===== src/rtl/system_top.sv =====
// Hard-decision Viterbi decoder, K=3 rate-1/2 (G1=7, G0=5): one 16-bit frame in, one decoded byte out.
// Optional macro VITERBI_PM_OUT_EN adds pm_o, the winning path metric (number of corrected channel-bit errors).
module system_top #(
    parameter int TBL      = 15,
    parameter int PM_WIDTH = 8
) (
    input  logic                clk,
    input  logic                rst_n,
    input  logic                dvalid_i,
    input  logic [15:0]         data_i,
    output logic [7:0]          data_o,
    output logic                valid_o,
    output logic                busy_o
`ifdef VITERBI_PM_OUT_EN
    ,
    output logic [PM_WIDTH-1:0] pm_o
`endif
);

    localparam int AW = (TBL > 1) ? $clog2(TBL) : 1;

    typedef enum logic [2:0] {
        S_IDLE,
        S_LOAD,
        S_ACS,
        S_SELECT,
        S_TRACE,
        S_OUT
    } state_t;

    state_t              r_state;
    state_t              w_nextState;
    logic [15:0]         r_piso;
    logic [2:0]          r_step;
    logic [PM_WIDTH-1:0] r_pathMetric [4];
    logic [3:0]          r_survivor [TBL];
    logic [1:0]          r_traceState;
    logic [7:0]          r_decoded;
    logic [7:0]          r_dataOut;
`ifdef VITERBI_PM_OUT_EN
    logic [PM_WIDTH-1:0] r_bestMetric;
    logic [PM_WIDTH-1:0] r_pmOut;
`endif

    logic [1:0]          w_symbol;
    logic [PM_WIDTH-1:0] w_newMetric [4];
    logic [3:0]          w_decision;
    logic [1:0]          w_bestState;
    logic [PM_WIDTH-1:0] w_bestMetric;
    logic [AW-1:0]       w_survAddr;
    logic [3:0]          w_survRead;

    function automatic logic [PM_WIDTH-1:0] satAdd(input logic [PM_WIDTH-1:0] a, input logic [1:0] b);
        logic [PM_WIDTH:0] sum;
        sum = {1'b0, a} + {{(PM_WIDTH-1){1'b0}}, b};
        return sum[PM_WIDTH] ? {PM_WIDTH{1'b1}} : sum[PM_WIDTH-1:0];
    endfunction

    // Hamming distance between the received pair and what the encoder emits leaving 'pred' with input 'b'.
    function automatic logic [1:0] branchMetric(input logic [1:0] rx, input logic [1:0] pred, input logic b);
        logic [1:0] diff;
        diff = rx ^ {b ^ pred[1] ^ pred[0], b ^ pred[0]};
        return {1'b0, diff[1]} + {1'b0, diff[0]};
    endfunction

    assign w_symbol   = r_piso[15:14];
    assign w_survAddr = AW'(r_step);
    assign w_survRead = r_survivor[w_survAddr];

    // State n={b,s1} is reached from {s1,0} or {s1,1}; the decision bit records which (0 wins ties).
    for (genvar g = 0; g < 4; g++) begin : g_acs
        localparam logic [1:0] P0 = 2'((g % 2) * 2);
        localparam logic [1:0] P1 = 2'((g % 2) * 2 + 1);
        localparam logic       B  = (g >= 2);
        logic [PM_WIDTH-1:0] w_cand0;
        logic [PM_WIDTH-1:0] w_cand1;
        assign w_cand0        = satAdd(r_pathMetric[P0], branchMetric(w_symbol, P0, B));
        assign w_cand1        = satAdd(r_pathMetric[P1], branchMetric(w_symbol, P1, B));
        assign w_decision[g]  = (w_cand1 < w_cand0);
        assign w_newMetric[g] = w_decision[g] ? w_cand1 : w_cand0;
    end

    always_comb begin
        w_bestState  = 2'd0;
        w_bestMetric = r_pathMetric[0];
        for (int s = 1; s < 4; s++) begin
            if (r_pathMetric[s] < w_bestMetric) begin
                w_bestMetric = r_pathMetric[s];
                w_bestState  = 2'(s);
            end
        end
    end

    always_ff @(posedge clk) begin
        if (rst_n) begin
            r_state <= S_IDLE;
        end else begin
            r_state <= w_nextState;
        end
    end

    always_comb begin
        w_nextState = r_state;
        case (r_state)
            S_IDLE:   if (dvalid_i) w_nextState = S_LOAD;
            S_LOAD:   w_nextState = S_ACS;
            S_ACS:    if (r_step == 3'd7) w_nextState = S_SELECT;
            S_SELECT: w_nextState = S_TRACE;
            S_TRACE:  if (r_step == 3'd0) w_nextState = S_OUT;
            S_OUT:    w_nextState = S_IDLE;
            default:  w_nextState = S_IDLE;
        endcase
    end

    always_comb begin
        valid_o = (r_state == S_OUT);
        busy_o  = (r_state != S_IDLE);
        data_o  = r_dataOut;
`ifdef VITERBI_PM_OUT_EN
        pm_o    = r_pmOut;
`endif
    end

    always_ff @(posedge clk) begin
        if (r_state == S_ACS) begin
            r_survivor[w_survAddr] <= w_decision;
        end
    end

    always_ff @(posedge clk) begin
        if (rst_n) begin
            r_piso       <= '0;
            r_step       <= '0;
            r_traceState <= '0;
            r_decoded    <= '0;
            r_dataOut    <= '0;
            for (int s = 0; s < 4; s++) r_pathMetric[s] <= '0;
`ifdef VITERBI_PM_OUT_EN
            r_bestMetric <= '0;
            r_pmOut      <= '0;
`endif
        end else begin
            case (r_state)
                S_IDLE: begin
                    if (dvalid_i) r_piso <= data_i;
                end
                S_LOAD: begin
                    r_step          <= 3'd0;
                    r_pathMetric[0] <= '0;
                    for (int s = 1; s < 4; s++) r_pathMetric[s] <= {PM_WIDTH{1'b1}};
                end
                S_ACS: begin
                    for (int s = 0; s < 4; s++) r_pathMetric[s] <= w_newMetric[s];
                    r_piso <= {r_piso[13:0], 2'b00};
                    r_step <= r_step + 3'd1;
                end
                S_SELECT: begin
                    r_traceState <= w_bestState;
                    r_step       <= 3'd7;
`ifdef VITERBI_PM_OUT_EN
                    r_bestMetric <= w_bestMetric;
`endif
                end
                S_TRACE: begin
                    // Step t yields the input bit of time t, which lands in byte position 7-t.
                    r_decoded[~r_step] <= r_traceState[1];
                    r_traceState       <= {r_traceState[0], w_survRead[r_traceState]};
                    r_step             <= r_step - 3'd1;
                    if (r_step == 3'd0) begin
                        r_dataOut <= {r_traceState[1], r_decoded[6:0]};
`ifdef VITERBI_PM_OUT_EN
                        r_pmOut   <= r_bestMetric;
`endif
                    end
                end
                default: ;
            endcase
        end
    end

endmodule


===== config.mk =====
export PLATFORM = sky130hd
export DESIGN_NAME = system_top
export DESIGN_NICKNAME = d
export VERILOG_FILES = /design/src/rtl/system_top.sv
export SDC_FILE = /design/constraint.sdc
export NUM_CORES = 1
export LEC_CHECK = 0
export ABC_AREA = 1
export CAP_MARGIN = 40
export CORE_ASPECT_RATIO = 0.8
export CORE_MARGIN = 1.5
export CORE_UTILIZATION = 25
export CTS_CLUSTER_DIAMETER = 60
export DETAILED_ROUTE_END_ITERATION = 10
export PLACE_DENSITY_LB_ADDON = 0.08
export SLEW_MARGIN = 25
export SYNTH_ARGS = -nofsm -noshare
export SYNTH_HDL_FRONTEND = slang
export SYNTH_SLANG_ARGS = --single-unit
export TNS_END_PERCENT = 50

===== constraint.sdc =====
create_clock -name clk -period 11.92 [get_ports clk]
set_input_delay 1.788 -clock clk [delete_from_list [all_inputs] [get_ports clk]]
set_output_delay 1.788 -clock clk [all_outputs]
set_load 0.01 [all_outputs]

* Word level (Yosys, flattened, before mapping)
Memories as Yosys holds them, arrays and structs flattened. A register that Yosys moved wholly into a read port is not among the register bits. Index checks and enable logic that the tools add are counted.
Word-level totals: flip-flop bits (word level) 40, bits in latches 0, memory bits (writable) 92, bits in read-only memories 0, input port bits 19, output and inout bits 10, word-level logic and storage cells 112, memories 2
Cells by class: add/subtract/negate cells 14, multipliers 0, divide/modulo/power cells 0, order comparisons 10, eq/ne operators 9, shifts and indexed selects 0, mux-type cells 49, bitwise gates (word level) 12, reductions and logical operators 10
Memories:
- r_survivor | words 15, width 4, rd ports 1, clocked after memory_dff 1, wr ports 1, RTL line 36 | logic [3:0] r_survivor [TBL];
- r_pathMetric | words 4, width 8, rd ports 4, clocked after memory_dff 0, wr ports 4, RTL line 35 | logic [PM_WIDTH-1:0] r_pathMetric [4];
Operator list (number):
- two-way mux 8 bit | 22
- adder 8 x 2 -> 9 bit | 8
- < comparator 8 bit | 7
- one-hot mux 16 bit (2 select lines) | 1
- two-way mux 16 bit | 1
- one-hot mux 3 bit (5 select lines) | 1
- two-way mux 1 bit | 12
- one-hot mux 3 bit (4 select lines) | 1
- equality test 3 bit (second input constant) | 3
- two-way mux 3 bit | 3
- adder 1 x 1 -> 2 bit | 4
- bitwise mux 8 bit | 1
- two-way mux 4 bit | 2
- OR 1 bit | 8
- equality test 3 x 2 -> 1 bit (second input constant) | 2
- logical NOT 3 bit | 2
- inequality test 2 bit (second input constant) | 3
- < comparator 3 x 4 -> 1 bit (second input constant) | 1
- two-way mux 2 bit | 2
- one-hot mux 2 bit (2 select lines) | 1
- AND reduction 2 bit | 2
- nonzero test 2 bit | 2
- nonzero test 4 bit | 1
- adder 3 x 1 -> 3 bit (second input constant) | 1
- 12 further kinds | 13

* Depth between registers and ports, before layout
Gate-level depths: netlist of the first run. An unclocked memory read counts as a cell.
depth after elaboration 8, depth in mapped cells 30

* Worst setup path after synthesis of the first run
No wires, ideal clock.
kind register to register, start mem r_pathMetric[0][5], end reg r_traceState[1], library setup time 0.067 ns, data arrival time 3.889 ns, data required time 11.853 ns, setup slack 7.963 ns, cell stages (with the launch flop) 24, path buffers 2, clock period less this slack 3.957 ns, cell sequence edfxtp_1 inv_1 ha_1 a21oi_1 o21a_1 nand2_4 clkbuf_1 o21ai_0 ha_1 a21oi_1 nor2_1 a211oi_1 nand2_4 clkbuf_1 nand2_1 o21ai_0 ha_1 a21oi_1 nor2_1 a211oi_1 nand2_1 nand2_1 nand2_1 a21oi_2
RTL lines:
- start, declared | RTL line 35
- end signal, assigned | RTL line 158 | r_traceState <= w_bestState;
- end signal, assigned | RTL line 167 | r_traceState <= {r_traceState[0], w_survRead[r_traceState]};
- end, declared | RTL line 37 | logic [1:0] r_traceState;

==> results_dict.tcl, run 1 <==
set metrics [dict create \
    worst_pin_slew_ps 767 \
    async_flop_share 0 \
    clock-sinks 106 \
    via_per_inst 4.64 \
    rr_worst_depth 20 \
    area_delta_synth_final_pct 13.1 \
    regArea_um2 2680 \
    worstHoldEndpoint "r_piso[1]$_SDFFE_PP0P_" \
    core_um2 28600 \
    irDropWorstVdd_v 0.0000907 \
    worstSetupPathType "reg2reg" \
    required_ps 12220 \
    syn_avg_cell_area_um2 7.64 \
    drive_gt1_frac 0.0545 \
    synth_nets 1057 \
    drt_iter0_markers 421 \
    final_cells 1360 \
    min_period_ps 4450 \
    hold_path_depth 2 \
    synthTopCellsByArea "edfxtp_1, dfxtp_1, ha_1, nand2_1, nor2_1" \
    ys_seq_area_frac 0.364 \
    endpoint_kind "register" \
    ant_nets 0 \
    synth-main-ff-cell "edfxtp_1" \
    vias 6310 \
    post_drt_wl_per_cell_um 16.8 \
    setup_viol 0 \
    synth_top_area_share 0.228 \
    die_w_um 195 \
    timing.final.max_slew_violations 0 \
    layout.nets 1078 \
    ios 29 \
    syn_area_um2 7360 \
    ff2ff_setup_slack_ps 7470 \
    crit_path_start_kind "register" \
    powerDensity_nw_per_um2 226 \
    worstHoldStart "r_piso[1]$_SDFFE_PP0P_" \
    synthCells 964 \
    fin_worst_skew_ps 13.1 \
    routed_wl_um 22900 \
    yosysWarnings 0 \
    dieHeight_um 156 \
    antenna_found_initial 0 \
    rsz0062_at_grt "false" \
    period_share 0.374 \
    crit_arrival_ps 4750 \
    grt_pass1_wl_um 35900 \
    leakage_uw 0.00343 \
    cts_hold_buf 0 \
    clk_path_buf_depth 2 \
    reg2reg_from "r_pathMetric[0][5]$_SDFFCE_PN0P_" \
    htree_num_levels 3 \
    slew_headroom 0.487 \
    cts_root_buffer "clkbuf_16" \
    synth_seq_cells 106 \
    outcome "completed" \
    antenna_cells 0 \
    hp-class "reg2reg" \
    multi_input_area_um2 4110 \
    grt-ovfl-total 0 \
    grt_max_degree 31 \
    timing.rr.end "r_traceState[1]$_SDFFE_PP0N_" \
    cts_setup_buffers 0 \
    worstSkewPairLatency_ps 370 \
    cts_made_buffers 9 \
    hpwl_um 18100 \
    io_buffer_count 28 \
    maxCapViolations 0 \
    cts_tree "built" \
    final_common_cell "nand2_1" \
    finalHoldViolCount 0 \
    synth_edf_count 56 \
    final_cell_mix "nand2_1, nor2_1, inv_1, o21ai_0, a21oi_1" \
    start_util 0.257 \
    gp_congestion 0.802 \
    cts_resized 0 \
    fillCellCount 3112 \
    clock.fmax_mhz 225 \
    synth_cell_types 48 \
    drc 0 \
    grt_pass1_vias 5945 \
    dr.pass1.iters 5 \
    clkSlewWorstSetupHoldPaths_ps 90 \
    grt_util_all_layers 0.155 \
    rows 55 \
    holdWs_ps 476 \
    tns_ps 0 \
    cp_max_fo 15 \
    place_inst 1344 \
    die_area_um2 30500 \
    synth_top_area_cell "edfxtp_1" \
]
[power by group]
part / internal, uW / switching, uW / total, uW
clock: 147 / 161 / 307
sequential: 483 / 90.2 / 573
combinational: 334 / 668 / 1000
total: 964 / 919 / 1880
[through the flow]
| step | total power [uW] | util | worst slack (ps) | cell area, um2 |
|---|---|---|---|---|
| final | 1880 | 0.291 | 7470 | 8330 |
| after global routing | 2080 | 0.291 | 7010 | 8330 |
| after CTS | 1900 | 0.291 | 7490 | 8330 |
| after detailed placement | 1590 | 0.281 | 7520 | 8040 |
| after global placement | 1600 | 0.281 | 7490 | 8040 |
| after floorplan | 1280 | - | 7960 | 7360 |
[worst max-delay path by stage]
stage	startpoint	endpoint	cells past startpoint
3_5_place_dp	r_pathMetric[0][5]$_SDFFCE_PN0P_	r_traceState[1]$_SDFFE_PP0N_	20
6_report	r_pathMetric[0][5]$_SDFFCE_PN0P_	r_traceState[1]$_SDFFE_PP0N_	20
3_3_place_gp	r_pathMetric[0][5]$_SDFFCE_PN0P_	r_traceState[1]$_SDFFE_PP0N_	20
2_1_floorplan	r_pathMetric[0][5]$_SDFFCE_PN0P_	r_traceState[1]$_SDFFE_PP0N_	23
4_1_cts	r_pathMetric[0][5]$_SDFFCE_PN0P_	r_traceState[1]$_SDFFE_PP0N_	20
5_1_grt	r_piso[14]$_SDFFE_PP0P_	r_pathMetric[3][0]$_DFFE_PP_	22
[state kept, by name, summed over array words and instances (netlist names), named ones only]
register	count
data_o	8
r_decoded	7
r_pathMetric	32
r_piso	16
r_state	3
r_step	3
r_survivor	32
r_traceState	2
[synthesized netlist by cell type, types with 10 or more instances]
| cell type | instances |
|---|---|
| clkbuf_1 | 17 |
| a21oi_1 | 86 |
| o211ai_1 | 10 |
| a31oi_1 | 11 |
| nand3_1 | 39 |
| dfxtp_1 | 50 |
| nand2_1 | 169 |
| o221ai_1 | 12 |
| edfxtp_1 | 56 |
| o21ai_1 | 21 |
| nor2_1 | 123 |
| o21ai_0 | 91 |
| ha_1 | 65 |
| inv_1 | 121 |
[worst max-delay path: stages, from the launching register on]
cell and delay (ps):
edfxtp_1 520, inv_1 260, ha_1 300, a21oi_1 150, o21a_1 230, nand2_4 140
o21ai_0 280, ha_1 300, a21oi_1 160, nor2_1 60, a211oi_1 460, nand2_4 190
o21ai_0 250, ha_1 280, a21oi_1 160, nor2_1 50, a211oi_1 250, nand2_1 100
nand2_1 60, nand2_1 70, a21oi_2 100
[per-layer routing]
metal	global-route usage	share of wire	up-vias
met5	0	0	-
met4	0.0321	0.0083	0
met3	0.0228	0.031	12
met2	0.215	0.39	77
met1	0.248	0.57	2894
li1	-	-	3327
[area by class of cell]
cell class | instances | area share
clock buffers | 9 | 0.0270
clock inverters | 7 | 0.00781
multi-input cells | 709 | 0.493
inverters | 128 | 0.0583
well taps | 370 | 0.0556
repair buffers | 31 | 0.0364
flip-flops and latches | 106 | 0.322
[logic make-up after synthesis]
logic type | after synthesis | synth area share
and+or+nand+nor | 376 | 0.224
AOI/OAI and AO/OA | 256 | 0.195
buffers and inverters | 149 | 0.0780
DFF | 106 | 0.364
adders and majority gates | 74 | 0.135
xor gates and xnor gates | 3 | 0.00357
Note: power is estimated with default switching activity, not from simulation.
==> run 2: changes to the inputs <==
- clock period: 11.92 -> 4.3 ns (I/O delays scaled with it)
==> results_dict.tcl, run 2 (synthesized netlist as in run 1, its figures left out) <==
set metrics [dict create \
    outcome "completed" \
    setup_viol 0 \
    via_per_inst 4.65 \
    crit_arrival_ps 4120 \
    drc 0 \
    worstSetupPathType "reg2reg" \
    worstSkewPairLatency_ps 370 \
    tns_ps 0 \
    busiest_layer "met1" \
    clk_path_buf_depth 2 \
    gp_congestion 0.808 \
    largestRegisters "r_pathMetric x32, r_survivor x32, r_piso x16" \
    power_frac_comb 0.544 \
    io_buffer_count 28 \
    switchingPower_uw 2530 \
    routed_wl_um 22900 \
    hpwl_um 18200 \
    cp-startpoint "r_piso[14]$_SDFFE_PP0P_" \
    place_inst 1361 \
    leakage_uw 0.00353 \
    grt_pass1_vias 6141 \
    path_depth 22 \
    antenna_found_initial 0 \
    clock-sinks 106 \
    cts_tree "built" \
    globalRouteMet3Util 0.0293 \
    antenna_cells 0 \
    min_period_ps 4010 \
    finalHoldViolCount 0 \
    post_drt_wl_per_cell_um 16.6 \
    crit_end "r_pathMetric[3][0]$_DFFE_PP_" \
    rr_worst_depth 22 \
    cts_root_buffer "clkbuf_16" \
    crit_top_cell "inv_1" \
    clock.fmax_mhz 249 \
    crit_path_max_incr_delay_ps 420 \
    seqPwrFrac 0.291 \
    dr.pass1.iters 5 \
    die_area_um2 30500 \
    rsz0062_at_grt "false" \
    worst-path-buf-inv 7 \
    post-route-util 0.297 \
    irDropWorstVdd_v 0.000247 \
    met2_usage 0.226 \
    ios 29 \
    p_total_uw 5330 \
    reg2reg_from "r_piso[14]$_SDFFE_PP0P_" \
    final_common_cell "nand2_1" \
    die_w_um 195 \
    gr-usage-met1 0.237 \
    slew_headroom 0.535 \
    required_ps 4410 \
    clkSlewWorstSetupHoldPaths_ps 80 \
    htree_num_levels 3 \
    worst_pin_slew_ps 696 \
    start_util 0.257 \
    drive_gt1_frac 0.0782 \
    timing.final.max_slew_violations 0 \
    drt_iter0_markers 405 \
    grt-ovfl-total 0 \
    final.setup.worst_slack_ps 288 \
    p_int_uw 2800 \
    endpoint_kind "register" \
    crit_path_top_delay_cell "fa_1" \
    area_delta_synth_final_pct 15.6 \
    grt_pass1_wl_um 35900 \
    powerDensity_nw_per_um2 626 \
    grt_util_all_layers 0.155 \
    final_cells 1380 \
    ff2ff_setup_slack_ps 290 \
    cts_made_buffers 9 \
    maxCapViolations 0 \
    ant_nets 0 \
    crit_path_start_kind "register" \
    timing.rr.end "r_pathMetric[3][0]$_DFFE_PP_" \
    final_cell_mix "nand2_1, inv_1, nor2_1, o21ai_0, a21oi_1" \
    grt_max_degree 31 \
    layout.nets 1098 \
    hp-class "reg2reg" \
    rows 55 \
    clkPwrFrac 0.165 \
    place_ws_ps 138 \
    fillCellCount 3140 \
    cp_max_fo 15 \
    dieHeight_um 156 \
    crit_chain "inv_1 > ha_1 > inv_1 > ha_1 > inv_1 > fa_1 > nor2_1 > inv_1 > nor2_2 > inv_1 > o21ai_0 > a21oi_1 > inv_1 > ha_1 > a21oi_1 > nor2_1 > a211oi_1 > nand2_2 > inv_1 > nand2_1 > o311ai_1 > nand2_1" \
    core_um2 28600 \
    critPathTopFamily "adder cells" \
    fin_worst_skew_ps 16.1 \
    period_share 0.933 \
    vias 6418 \
    p_sw_frac 0.475 \
]
## run 2: how the worst min path moves through the flow
stage                                      start                      to  slack, ps  cells past startpoint
after floorplan           r_piso[0]$_SDFFE_PP0P_  r_piso[0]$_SDFFE_PP0P_        440                      2
after global placement    r_piso[1]$_SDFFE_PP0P_  r_piso[1]$_SDFFE_PP0P_        460                      2
after detailed placement  r_piso[1]$_SDFFE_PP0P_  r_piso[1]$_SDFFE_PP0P_        460                      2
after CTS                 r_piso[0]$_SDFFE_PP0P_  r_piso[0]$_SDFFE_PP0P_        470                      2
after global routing      r_piso[0]$_SDFFE_PP0P_  r_piso[0]$_SDFFE_PP0P_        490                      2
final                     r_piso[0]$_SDFFE_PP0P_  r_piso[0]$_SDFFE_PP0P_        470                      2
## run 2: area by class of cell
cell class / count / area, um2 / share of cell area
timing repair buffer: 51 / 460 / 0.0541
multi-input combinational: 709 / 4120 / 0.484
clock inverter: 6 / 51.3 / 0.00603
clock buffer: 10 / 250 / 0.0294
inverter: 128 / 485 / 0.0570
tap: 370 / 463 / 0.0544
sequential: 106 / 2680 / 0.315
## run 2: power by group through the flow
| stage | Combinational (uW) | Sequential [uW] | Clock [uW] |
|---|---|---|---|
| floorplan | 2050 | 1500 | 0 |
| finish | 2900 | 1550 | 878 |
| global placement | 2890 | 1580 | 0 |
| global route | 3370 | 1590 | 936 |
| detailed placement | 2850 | 1580 | 0 |
| CTS | 2870 | 1560 | 907 |
## run 2: worst register-to-register path, delay by kind of cell (launching register included)
family / cells / cell delay (ps)
compound gates: 5 / 560
fa+ha+maj: 4 / 1230
buf+inv: 7 / 830
flops: 1 / 360
simple gates: 6 / 770
## run 2: stage by stage
step                      hold slack (ps)  instance area, um2
final                                 470                8510
after floorplan                       444                7360
after CTS                             475                8480
after global routing                  494                8510
after detailed placement              462                8170
after global placement                457                8160
## run 2: routing by layer
layer  routed length, um  vias to the layer above
li1                    -                     3362
met1               12900                     2970
met2                9180                       77
met3                 624                        9
met4                 157                        0
met5                   0                        -
## run 2: repair_timing
item / 4_1_cts / 5_1_grt
endpoints found under the setup margin: 0 / 32
gates resized for setup: 0 / 4
hold buffers: 0 / 0
setup buffers: 0 / 3
==> run 3: changes to the inputs <==
- clock period: 4.3 -> 3.7 ns (I/O delays scaled with it)
==> results_dict.tcl, run 3 (synthesized netlist as in run 1, its figures left out) <==
set metrics [dict create \
    outcome "completed" \
    timing.final.max_slew_violations 0 \
    final_common_cell "nand2_1" \
    grt_pass1_vias 6524 \
    reg2reg_from "r_piso[14]$_SDFFE_PP0P_" \
    hpwl_um 19000 \
    core_um2 28600 \
    hp-class "reg2reg" \
    finalHoldViolCount 0 \
    cts_made_buffers 9 \
    worstHoldStart "r_piso[0]$_SDFFE_PP0P_" \
    irDropWorstVdd_v 0.000321 \
    htree_num_levels 3 \
    ios 29 \
    leakage_uw 0.00406 \
    worstSetupPathType "reg2reg" \
    clkSlewWorstSetupHoldPaths_ps 80 \
    wl_met3_um 623 \
    grt_util_all_layers 0.162 \
    antenna_cells 0 \
    routed_wl_um 24500 \
    crit_chain "inv_1 > ha_4 > buf_4 > ha_1 > inv_1 > buf_4 > fa_2 > nor2_2 > inv_2 > nor2_4 > o31ai_1 > ha_1 > a21oi_1 > o21a_4 > nand2_4 > o21ai_2 > o211ai_1" \
    drc 0 \
    cts_hold_buf 0 \
    rows 55 \
    via_per_inst 4.65 \
    vias 6892 \
    layout.nets 1200 \
    min_period_ps 3550 \
    tns_ps 0 \
    setup_viol 0 \
    post-route-util 0.335 \
    rr_worst_depth 17 \
    highest_layer "met4" \
    crit_end "r_pathMetric[2][0]$_SDFFE_PP1P_" \
    m1WireLength_um 13500 \
    dr_wl_met2_um 10200 \
    fillCellCount 3063 \
    crit_arrival_ps 3770 \
    ff2ff_setup_slack_ps 150 \
    powerDensity_nw_per_um2 753 \
    endpoint_kind "register" \
    worstSkewPairLatency_ps 360 \
    antenna_found_initial 0 \
    slew_headroom 0.545 \
    die_area_um2 30500 \
    crit_path_top_delay_cell "o31ai_1" \
    period_share 0.960 \
    grt_max_degree 31 \
    largestRegisters "r_pathMetric x32, r_survivor x32, r_piso x16" \
    crit_path_max_incr_delay_ps 590 \
    die_w_um 195 \
    start_util 0.257 \
    cts_tree "built" \
    multi_input_area_um2 4460 \
    cp-startpoint "r_piso[14]$_SDFFE_PP0P_" \
    grt-ovfl-total 0 \
    dr.pass1.iters 5 \
    fin_worst_skew_ps 9.68 \
    ant_nets 0 \
    post_drt_wl_per_cell_um 16.5 \
    area_delta_synth_final_pct 30.3 \
    dieHeight_um 156 \
    cp_max_fo 8 \
    clock.fmax_mhz 282 \
    io_buffer_count 28 \
    regArea_um2 2680 \
    timing.rr.end "r_pathMetric[2][0]$_SDFFE_PP1P_" \
    final_cell_mix "nand2_1, buf_4, inv_1, nor2_1, a21oi_1" \
    cts_root_buffer "clkbuf_16" \
    grt_pass1_wl_um 37900 \
    gp_congestion 0.788 \
    drive_gt1_frac 0.222 \
    worst_pin_slew_ps 676 \
    crit_path_start_kind "register" \
    clock-sinks 106 \
    clk_path_buf_depth 2 \
    required_ps 3920 \
    maxCapViolations 0 \
    drt_iter0_markers 370 \
]
[run 3: changes by cell type in the layout (fill, tap and decap cells not counted), moves of 6 or more]
| cell | change |
|---|---|
| nor2_1 | -11 |
| o21ai_0 | -16 |
| o21ai_2 | +10 |
| a21oi_2 | +8 |
| inv_1 | -10 |
| buf_4 | +98 |
| inv_2 | +10 |
| nor2_2 | +8 |
| ha_1 | -6 |
| a21oi_1 | -8 |
[run 3: stage by stage]
stage          total power (uW)  instance area (um2)  setup slack [ps]  instances  hold slack, ps
6_report                   7220                 9590               148       1482             472
2_1_floorplan              4150                 7370              37.8        964             444
3_5_place_dp               5700                 8820              -271       1443             461
4_1_cts                    6770                 9130             -9.65       1462             474
5_1_grt                    7900                 9590             -19.4       1482             488
3_3_place_gp               5750                 8820              -272       1443             459
[run 3: where the power goes]
group	internal (uW)	switching (uW)
sequential	1550	199
clock	468	505
combinational	1870	2620
[run 3: layout make-up]
cell class	instances	area share
Sequential cell	106	0.280
Clock inverter	6	0.00509
Timing Repair Buffer	150	0.127
Inverter	128	0.0506
Tap cell	370	0.0483
Clock buffer	10	0.0239
Multi-Input combinational cell	712	0.465
[run 3: how the worst min path moves through the flow]
stage	endpoint	slack, ps	cells past startpoint
floorplan	r_piso[0]$_SDFFE_PP0P_	440	2
global placement	r_piso[1]$_SDFFE_PP0P_	460	2
detailed placement	r_piso[0]$_SDFFE_PP0P_	460	2
CTS	r_piso[0]$_SDFFE_PP0P_	470	2
global route	r_piso[0]$_SDFFE_PP0P_	490	2
finish	r_piso[0]$_SDFFE_PP0P_	470	2
[run 3: timing repair]
item / 4_1_cts / 5_1_grt
resized for setup: 8 / 90
setup buffers: 3 / 17
cloned: 0 / 3
pin swaps: 3 / 27
setup endpoints to repair: 16 / 66
[run 3: layer usage]
metal	GRT usage	vias up
met5	0	-
met4	0.0273	0
met3	0.0224	12
met2	0.237	94
met1	0.253	3214
li1	-	3572
[run 3: critical path: cells and delay by family (launching register included)]
| family | cells | cell delay, ps |
|---|---|---|
| compound gates | 5 | 1290 |
| fa+ha+maj | 4 | 1010 |
| buf+inv | 5 | 590 |
| flops | 1 | 330 |
| simple gates | 3 | 200 |
